[src/rtl/song_mem_pkg.sv]
// song_mem_pkg: shared state encoding and slot constants for the song memory controller
package song_mem_pkg;
    typedef enum logic [1:0] {IDLE, PLAY, REC, DONE} state_e;
    localparam int NUM_SLOTS = 16;
    localparam logic [3:0] RO_SLOT_LIMIT = 4'd8;
    localparam logic [1:0] CFSM_STANDBY = 2'b00;
endpackage

[src/rtl/song_mem_ctrl_if.sv]
// song_mem_ctrl_if: sample memory bus between the controller (master) and the song memory (slave)
interface song_mem_ctrl_if #(parameter int ADDR_W = 19, parameter int DATA_W = 8);
    logic [ADDR_W-1:0] addr;
    logic              re;
    logic              we;
    logic [DATA_W-1:0] wdata;
    logic [DATA_W-1:0] rdata;
    modport master (output addr, re, we, wdata, input rdata);
    modport slave (input addr, re, we, wdata, output rdata);
endinterface

[src/rtl/song_len_table.sv]
// song_len_table: per-slot recorded length, preloaded slots full and user slots empty after reset
module song_len_table
    import song_mem_pkg::*;
#(
    parameter int SLOT_W = 15
) (
    input  logic            clk,
    input  logic            reset,
    input  logic            we,
    input  logic [3:0]      waddr,
    input  logic [SLOT_W:0] wdata,
    input  logic [3:0]      raddr,
    output logic [SLOT_W:0] rdata
);
    localparam logic [SLOT_W:0] FULL = (SLOT_W+1)'(1) << SLOT_W;
    logic [SLOT_W:0] len_q [NUM_SLOTS];
    logic [SLOT_W:0] len_d [NUM_SLOTS];
    always_comb begin
        len_d = len_q;
        if (we) len_d[waddr] = wdata;
    end
    always_ff @(posedge clk or negedge reset) begin
        if (!reset) begin
            for (int i = 0; i < NUM_SLOTS; i++) len_q[i] <= (i < int'(RO_SLOT_LIMIT)) ? FULL : '0;
        end else begin
            len_q <= len_d;
        end
    end
    assign rdata = len_q[raddr];
endmodule

[src/rtl/song_mem_ctrl.sv]
// song_mem_ctrl: turns central FSM play/record commands into sample-rate song memory transactions
module song_mem_ctrl
    import song_mem_pkg::*;
#(
    parameter int SLOT_W = 15,
    parameter int DATA_W = 8,
    parameter int RD_LAT = 2
) (
    input  logic              clk,
    input  logic              reset,
    input  logic [3:0]        song_choice,
    input  logic              start_song,
    input  logic              pause_song,
    input  logic              record_mode,
    input  logic [1:0]        cfsm_state,
    input  logic              sample_tick,
    input  logic [DATA_W-1:0] rec_sample,
    song_mem_ctrl_if.master   mem,
    output logic [DATA_W-1:0] play_sample,
    output logic              play_valid,
    output logic              song_done,
    output logic              busy
);
    localparam int ADDR_W = 4 + SLOT_W;
    localparam logic [SLOT_W:0] ONE = (SLOT_W+1)'(1);
    localparam logic [SLOT_W:0] FULL = ONE << SLOT_W;
    localparam logic [SLOT_W:0] LAST = FULL - ONE;
    state_e            state_q, state_d;
    logic [3:0]        slot_q, slot_d;
    logic [SLOT_W:0]   offset_q, offset_d, off_inc;
    logic [ADDR_W-1:0] addr_q, addr_d;
    logic [DATA_W-1:0] wdata_q, wdata_d;
    logic              re_q, re_d, we_q, we_d, done_q, done_d, busy_q, busy_d;
    logic [RD_LAT-1:0] re_pipe_q, re_pipe_d;
    logic              step, active, standby, commit_we;
    logic [SLOT_W:0]   commit_len, len_rd, len_new;
    logic [3:0]        len_idx;
    assign step    = sample_tick & ~pause_song;
    assign active  = state_q inside {PLAY, REC};
    assign standby = cfsm_state == CFSM_STANDBY;
    assign off_inc = offset_q + ONE;
    assign len_idx = start_song ? song_choice : slot_q;
    // A restart out of REC into the same slot must see the length being committed this cycle
    assign len_new = (state_q == REC && slot_q == song_choice) ? offset_q : len_rd;
    song_len_table #(.SLOT_W(SLOT_W)) u_len (
        .clk   (clk),
        .reset (reset),
        .we    (commit_we),
        .waddr (slot_q),
        .wdata (commit_len),
        .raddr (len_idx),
        .rdata (len_rd)
    );
    always_comb begin
        state_d    = state_q;
        slot_d     = slot_q;
        offset_d   = offset_q;
        addr_d     = addr_q;
        wdata_d    = wdata_q;
        re_d       = 1'b0;
        we_d       = 1'b0;
        commit_we  = 1'b0;
        commit_len = offset_q;
        if (state_q == DONE) state_d = IDLE;
        if (active && step && !start_song) begin
            offset_d = off_inc;
            addr_d   = {slot_q, offset_q[SLOT_W-1:0]};
            re_d     = state_q == PLAY;
            we_d     = state_q == REC;
            wdata_d  = (state_q == REC) ? rec_sample : wdata_q;
            if (state_q == PLAY && off_inc == len_rd) state_d = DONE;
            if (state_q == REC && offset_q == LAST) begin
                commit_we  = 1'b1;
                commit_len = FULL;
                state_d    = DONE;
            end
        end
        // Standby aborts silently; a REC abort keeps everything written so far
        if (active && standby && !start_song) begin
            state_d    = IDLE;
            commit_we  = state_q == REC;
            commit_len = offset_d;
        end
        if (start_song && state_q != DONE) begin
            commit_we  = state_q == REC;
            commit_len = offset_q;
            slot_d     = song_choice;
            offset_d   = '0;
            state_d    = record_mode ? ((song_choice >= RO_SLOT_LIMIT) ? REC : DONE)
                                     : ((len_new == '0) ? DONE : PLAY);
        end
        busy_d    = state_d inside {PLAY, REC};
        done_d    = state_q == DONE;
        re_pipe_d = RD_LAT'({re_pipe_q, re_q});
    end
    always_ff @(posedge clk or negedge reset) begin
        if (!reset) begin
            state_q   <= IDLE;
            slot_q    <= '0;
            offset_q  <= '0;
            addr_q    <= '0;
            wdata_q   <= '0;
            re_q      <= 1'b0;
            we_q      <= 1'b0;
            done_q    <= 1'b0;
            busy_q    <= 1'b0;
            re_pipe_q <= '0;
        end else begin
            state_q   <= state_d;
            slot_q    <= slot_d;
            offset_q  <= offset_d;
            addr_q    <= addr_d;
            wdata_q   <= wdata_d;
            re_q      <= re_d;
            we_q      <= we_d;
            done_q    <= done_d;
            busy_q    <= busy_d;
            re_pipe_q <= re_pipe_d;
        end
    end
    assign mem.addr    = addr_q;
    assign mem.re      = re_q;
    assign mem.we      = we_q;
    assign mem.wdata   = wdata_q;
    assign play_valid  = re_pipe_q[RD_LAT-1];
    assign play_sample = play_valid ? mem.rdata : '0;
    assign song_done   = done_q;
    assign busy        = busy_q;
endmodule

[src/flat_wrapper.sv]
// flat-port wrapper written by rule: the top's interface ports become plain ports
module song_mem_ctrl_flat import song_mem_pkg::*;
#(
    parameter int SLOT_W = 15,
    parameter int DATA_W = 8,
    parameter int RD_LAT = 2
)
  (clk, reset, song_choice, start_song, pause_song, record_mode, cfsm_state, sample_tick, rec_sample, play_sample, play_valid, song_done, busy, mem_addr, mem_re, mem_we, mem_wdata, mem_rdata);
  song_mem_ctrl_if #(.ADDR_W((4 + SLOT_W)), .DATA_W(DATA_W)) mem_i ();
  input  logic clk;
  input  logic reset;
  input  logic [3:0] song_choice;
  input  logic start_song;
  input  logic pause_song;
  input  logic record_mode;
  input  logic [1:0] cfsm_state;
  input  logic sample_tick;
  input  logic [DATA_W-1:0] rec_sample;
  output logic [DATA_W-1:0] play_sample;
  output logic play_valid;
  output logic song_done;
  output logic busy;
  output wire logic [$bits(mem_i.addr)-1:0] mem_addr;
  output wire logic [$bits(mem_i.re)-1:0] mem_re;
  output wire logic [$bits(mem_i.we)-1:0] mem_we;
  output wire logic [$bits(mem_i.wdata)-1:0] mem_wdata;
  input wire logic [$bits(mem_i.rdata)-1:0] mem_rdata;
  assign mem_addr = mem_i.addr;
  assign mem_re = mem_i.re;
  assign mem_we = mem_i.we;
  assign mem_wdata = mem_i.wdata;
  assign mem_i.rdata = mem_rdata;
  song_mem_ctrl #(.SLOT_W(SLOT_W), .DATA_W(DATA_W), .RD_LAT(RD_LAT)) u_core (.clk(clk), .reset(reset), .song_choice(song_choice), .start_song(start_song), .pause_song(pause_song), .record_mode(record_mode), .cfsm_state(cfsm_state), .sample_tick(sample_tick), .rec_sample(rec_sample), .mem(mem_i), .play_sample(play_sample), .play_valid(play_valid), .song_done(song_done), .busy(busy));
endmodule
[config.mk]
export PLATFORM = sky130hd
export DESIGN_NAME = song_mem_ctrl_flat
export DESIGN_NICKNAME = d
export VERILOG_FILES = /design/src/rtl/song_mem_pkg.sv /design/src/rtl/song_mem_ctrl_if.sv /design/src/rtl/song_len_table.sv /design/src/rtl/song_mem_ctrl.sv /design/src/flat_wrapper.sv
export SDC_FILE = /design/constraint.sdc
export NUM_CORES = 1
export LEC_CHECK = 0
export CAP_MARGIN = 30
export CORE_UTILIZATION = 48
export DETAILED_ROUTE_END_ITERATION = 8
export PLACE_DENSITY = 0.74
export SYNTH_ARGS = -nofsm -noshare
export SYNTH_HDL_FRONTEND = slang
export SYNTH_SLANG_ARGS = --single-unit
[constraint.sdc]
create_clock -name clk -period 3.8 [get_ports clk]
set_input_delay 0.76 -clock clk [delete_from_list [all_inputs] [get_ports clk]]
set_output_delay 0.76 -clock clk [all_outputs]
set_load 0.05 [all_outputs]
After elaboration in Yosys (flattened, before gate mapping)
Cells that the tools add are included.
{"block": "word_totals", "elab_cells": 89, "register_bits": 311, "out_inout_bits": 40, "input_bits": 28}
{"block": "op_classes", "n_mux": 30, "n_addsub": 1, "n_reduce_logical": 15, "n_eq_ne": 9, "bitwise": 4, "n_lt_le_gt_ge": 4}
{"op": "256-bit bitwise mux", "count": 1}
{"op": "16-bit 2-to-1 mux", "count": 10}
{"op": "16-bit binary-select mux with 4-bit select", "count": 1}
{"op": "16-bit demux with 4-bit select", "count": 1}
{"op": "16-bit by 1-bit adder with 16-bit output (second input constant)", "count": 1}
{"op": "16-bit by 15-bit == test with 1-bit output (second input constant)", "count": 1}
{"op": "16-bit == test", "count": 1}
{"op": "16-bit logical NOT", "count": 1}
{"op": "2-bit 2-to-1 mux", "count": 8}
{"op": "5-bit >= comparator (second input constant)", "count": 2}
{"op": "4-bit NOT with 5-bit output", "count": 2}
{"op": "1-bit logical AND", "count": 9}
{"op": "8-bit 2-to-1 mux", "count": 1}
{"op": "1-bit 2-to-1 mux", "count": 7}
{"op": "2-bit == test (second input constant)", "count": 3}
{"op": "5-bit by 1-bit less-than comparator with 1-bit output (second input constant)", "count": 1}
{"op": "2-bit by 1-bit == test with 1-bit output (second input constant)", "count": 2}
{"op": "4-bit == test", "count": 1}
{"op": "4-bit >= comparator (second input constant)", "count": 1}
{"op": "4-bit 2-to-1 mux", "count": 1}
{"op": "2-bit nonzero test", "count": 2}
{"op": "2-bit logical NOT", "count": 1}
{"op": "2-bit != test (second input constant)", "count": 1}
{"op": "2-bit AND reduction", "count": 1}
{"op": "3 further kinds", "count": 3}

Logic depth before layout (Yosys ltp)
Gate-level depths: netlist (run 1).
{"block": "depth", "ltp_word": 14, "depth_mapped": 15, "depth_no_buf": 10}

By module
Synthesis (run 1) repeated with hierarchy kept, for this count alone.
{"block": "hier_totals", "cells_unflattened": 1127, "hier_area_um2": 15167.0}
{"module": "song_len_table", "cells_per_inst": 712, "area_each_um2": 11617.4, "n_inst": 1, "seq_area_each_um2": 6416.2}
{"module": "song_mem_ctrl", "cells_per_inst": 415, "area_each_um2": 3549.7, "n_inst": 1, "seq_area_each_um2": 1376.3}

Least setup slack after synthesis (run 1)
OpenSTA, ideal clock, no wires.
{"block": "synth_timing", "kind": "input -> register", "from": "input port start_song", "to": "register u_core.u_len.len_q[181] (netlist name)", "slack_ns": 0.234, "t_arrival_ns": 3.488, "setup_time_ns": 0.077, "stages": 12, "n_path_buf": 4, "t_required_ns": 3.723, "path_cell_list": "buf_6 > buf_2 > nor4b_2 > nand2_1 > buf_2 > nor4_1 > nor2_1 > or3_1 > nor3b_1 > clkbuf_1 > nor2_1 > a21oi_1"}
{"block": "synth_between", "elab_chain_cells": 6, "elab_cells_between_ends": 12, "classes_between": "8 x mux; 4 x reduce/logical"}
{"item": "start: declaration", "line_no": "flat_wrapper.sv:13", "source": "input logic start_song;"}
{"item": "1-bit logical NOT", "line_no": "song_mem_ctrl.sv:65, song_mem_ctrl.sv:79"}
{"item": "1-bit logical AND", "line_no": "song_mem_ctrl.sv:65", "source": "if (active && step && !start_song) begin"}
{"item": "16-bit 2-to-1 mux", "line_no": "song_mem_ctrl.sv:65"}
{"item": "16-bit 2-to-1 mux", "line_no": "song_mem_ctrl.sv:79", "source": "if (active && standby && !start_song) begin"}
{"item": "16-bit 2-to-1 mux", "line_no": "song_mem_ctrl.sv:84", "source": "if (start_song && state_q != DONE) begin"}
{"item": "256-bit bitwise mux", "line_no": "song_len_table.sv:20", "source": "if (we) len_d[waddr] = wdata;"}
{"item": "end signal: assignment", "line_no": "song_len_table.sv:26", "source": "len_q <= len_d;"}
{"item": "end: declaration", "line_no": "song_len_table.sv:16", "source": "logic [SLOT_W:0] len_q [NUM_SLOTS];"}
Parallel ways exist; a longest one is shown, timed or not.
A chain may end at the register's enable or synchronous reset.

Worst setup path after layout (run 1)
{"block": "layout_timing", "from": "input port song_choice[2]", "to": "register u_core.busy_q, in the netlist u_core.busy"}
{"block": "layout_between", "elab_chain_cells": 14, "elab_cells_between_ends": 23, "classes_between": "1 x order compare; 4 x eq/ne; 13 x mux; 1 x bitwise; 4 x reduce/logical"}
{"item": "start: declaration", "line_no": "flat_wrapper.sv:12", "source": "input logic [3:0] song_choice;"}
{"item": "4-bit 2-to-1 mux", "line_no": "song_mem_ctrl.sv:42", "source": "assign len_idx = start_song ? song_choice : slot_q;"}
{"item": "4-bit NOT with 5-bit output (implied by the code)", "line_no": "song_len_table.sv:29", "source": "assign rdata = len_q[raddr];"}
{"item": "16-bit binary-select mux with 4-bit select", "line_no": "song_len_table.sv:29"}
{"item": "16-bit 2-to-1 mux (implied by the code) (2 in series)", "line_no": "song_len_table.sv:29"}
{"item": "16-bit == test", "line_no": "song_mem_ctrl.sv:71", "source": "if (state_q == PLAY && off_inc == len_rd) state_d = DONE;"}
{"item": "1-bit logical AND", "line_no": "song_mem_ctrl.sv:71"}
{"item": "2-bit 2-to-1 mux", "line_no": "song_mem_ctrl.sv:71"}
{"item": "2-bit 2-to-1 mux", "line_no": "song_mem_ctrl.sv:72", "source": "if (state_q == REC && offset_q == LAST) begin"}
{"item": "2-bit 2-to-1 mux", "line_no": "song_mem_ctrl.sv:65"}
{"item": "2-bit 2-to-1 mux", "line_no": "song_mem_ctrl.sv:79"}
{"item": "2-bit 2-to-1 mux (*)", "line_no": "song_mem_ctrl.sv:84"}
{"item": "net u_core.state_d[1]", "line_no": "song_mem_ctrl.sv:28", "source": "state_e state_q, state_d;"}
{"item": "2-bit by 1-bit == test with 1-bit output or 2-bit == test (tied branches)", "line_no": "song_mem_ctrl.sv:92", "source": "busy_d = state_d inside {PLAY, REC};"}
{"item": "2-bit nonzero test (*)", "line_no": "song_mem_ctrl.sv:92"}
{"item": "net u_core.busy_d", "line_no": "song_mem_ctrl.sv:33", "source": "logic re_q, re_d, we_q, we_d, done_q, done_d, busy_q, busy_d;"}
{"item": "end signal: assignment", "line_no": "song_mem_ctrl.sv:117", "source": "busy_q <= busy_d;"}
{"item": "end: declaration", "line_no": "song_mem_ctrl.sv:33"}
Mark *: on every way through the listed nets, which the timed path passes. The rest lies on a longest branch. The select of a mux whose other input is x is not followed.

==> flow_summary.toml, run 1 <==
[status]
status = "finished clean"

[placement]
numPortBuffers = 67
gp_congestion = 0.950
dpl.cell_count = 1997
place_ws_ps = -649
hpwl_um = 28100

[synthesis]
syn-mean-instance-area_um2 = 9.62
synth_warnings = 0
yosys.cell_count.top_type = "nand2_1"
synth-seq-cells = 311
synth_edf_count = 0
synth_area_um2 = 14700
synth_area_leaders = "dfrtp_1, nand2_1, o21ai_0"
synth_top_area_share_pct = 51.6
synthTopCellsByCount = "nand2_1, dfrtp_1, o21ai_0, nor2_1, clkbuf_1"
ys.flop_type = "dfrtp_1"
netlist_instances = 1528
synth-seq-area-share_pct = 53.0
yosys.area.top_type = "dfrtp_1"
async_flop_share_pct = 100
synth_cell_types = 60
synth_nets = 1560

[sta]
finalSetupTns_ps = 0
fin_crit_ps = 3590
fmax_ghz = 0.279
rsz0062_at_grt = "false"
tightest_slew_ps = 724
hold_slack_ps = 226
setup_viol = 0
fin_skew_ps = 19.2
finalHoldViolations = 0
layout_worst_path_cycle_share_pct = 94.4
finalWorstSetupSlack_ps = 211
slew_viol_final = 0
slew_headroom_pct = 51.7

[clock_tree]
clock_latency_ps = 520
clk_pin_slew_ps = 70
clk_path_buf_depth = 3
cts-root-buf = "clkbuf_16"
postCtsHoldBufs = 0
clkSinkCount = 311
cts_buffers = 34
htreeDepth = 2
cts_tree = "yes"

[cells_and_area]
final_nets = 1679
area_growth_pct = 20.8
antennaDiodeCount = 0
layout-drive-gt1-share_pct = 16.3
stdcell_count = 2059

[floorplan]
chipWidth_um = 177
die_h_um = 177
ioPinCount = 68
num_rows = 63
dieArea_um2 = 31300
core_area_um2 = 29900
start_util_pct = 49.2

[power_and_ir_drop]
finalPower_mw = 9.16
p_leak_nw = 7.85
ir_drop_mv = 0.310
p_per_area_nw_per_um2 = 516

[job]
max-cap-violations = 0

[setup_path]
reg2reg_slack_ps = 440
end_kind = "flip-flop"
crit_type = "input pin to flip-flop"
arrival_ps = 3970
critPathRequiredTime_ps = 4180
worstPathMaxFanout = 8
cp-start-kind = "input pin"

[drt]
remaining_drc_errors = 0
vias = 12121
vias_per_cell = 5.89
drt_iter0_drc = 1264
drtPass1Iterations = 8
wl_per_cell_um = 21.0
postRouteAntennaNets = 0
routed_wl_um = 43200

[global_route]
grt_overflow_total = 0
grt_max_degree = 87
grt_pass1_wl_um = 68600
first_global_vias = 11740
antenna_found_initial = 0
grt_usage_pct = 28.7

[hold_path]
holdCritPathClass = "input pin to async pin"
## final cells by class
type,instances,area [µm²]
Clock inverter,11,98.8
Timing Repair Buffer,204,1930
Clock buffer,47,981
Multi-Input combinational cell,1086,6440
Fill cell,2460,12100
Inverter,10,37.5
Tap cell,390,488
Sequential cell,311,7790
## flip-flops by register name (all words and copies together), names as in the netlist, 2 cells and up
name and count:
u_core.offset_q 16, u_core.slot_q 4, u_core.mem.addr 19, u_core.mem.wdata 8, u_core.state_q 2, u_core.u_len.len_q 256
u_core.re_pipe_q 2
## report_power, final
group / switching (mW) / total (mW) / internal (mW)
sequential: 0.227 / 3.90 / 3.67
combinational: 1.15 / 2.03 / 0.883
clock: 1.35 / 3.23 / 1.88
## metal layers
metal	track usage (%)	wire, µm	share of wire, %
met2	44.5	19800	46
met4	9.66	1280	3.0
met3	5.26	3390	7.8
met1	40.6	18700	43
met5	0	0	0
## through the flow
step / instance area, µm² / util (%)
floorplan: 14700 / -
global placement: 16600 / 55.6
detailed placement: 16600 / 55.6
CTS: 17700 / 59.2
global route: 17800 / 59.5
finish: 17800 / 59.5
## repair_timing
item,CTS,global route
pin swaps,1,1
setup buffers,1,2
resized for setup,2,8
cloned,1,0
endpoints found under the setup margin,1,1
## cell usage in the layout, fill, tap and decap left out, types with 4 or more instances in the layout
cell               n
buf_4            119
ha_1               4
and3_1            15
or3_1              4
nor2_1            97
mux2i_1           26
a22oi_1            4
and2_1            10
xnor2_1           25
dfstp_2            8
dfrtp_1          303
a32oi_1           10
clkbuf_8           6
clkdlybuf4s50_1   64
buf_12            18
inv_1             10
o21ai_0          207
xor2_1            19
nand3_1           45
nor3_1            22
nand2_1          371
mux4_1             7
a21oi_1           81
clkbuf_1           6
mux4_2            34
nor4_1             6
clkinv_2           7
and4_1             4
nand4_1           14
clkbuf_16         35
a31oi_1            7
mux2_2            18
nor2b_1            4
## logic make-up after synthesis
family,count (synthesis),synth area share (%)
AND/OR/NAND/NOR,612,17.7
multiplexers,90,9.98
AO/OA/AOI/OAI,335,12.5
adder cells (fa/ha/maj),4,0.340
buffers and inverters,132,3.86
flip-flops,311,53.0
XOR/XNOR,44,2.62
## critical path, stage by stage
cell and delay (ps):
clkdlybuf4s50_1 560, mux2i_2 500, buf_4 280, nor3_1 70, a22oi_1 250, nand4_1 210, xnor2_1 210, nand2_1 60
or4_1 580, o41ai_4 380, xor2_1 110
## worst paths after layout
kind                                     startpoint                endpoint  depth (start not counted)
max in group asynchronous                     reset  u_core.u_len.len_q[54]                          2
min in group clk                u_core.re_pipe_q[0]     u_core.re_pipe_q[1]                          0
worst max-delay path                 song_choice[2]             u_core.busy                         11
worst min register to register  u_core.re_pipe_q[0]     u_core.re_pipe_q[1]                          0
worst max register to register     u_core.slot_q[0]             u_core.busy                         10
worst min-delay path                          reset           u_core.mem.we                          1
No activity file was read; power rests on OpenSTA's default activity.
==> run 2: changes to the inputs <==
Settings changed: CAP_MARGIN 30 to default, HOLD_SLACK_MARGIN from default to 0.06, SLEW_MARGIN from default to 20.
==> results of run 2 <==
No change in the layout: final DEF, timing and power equal those of run 1.
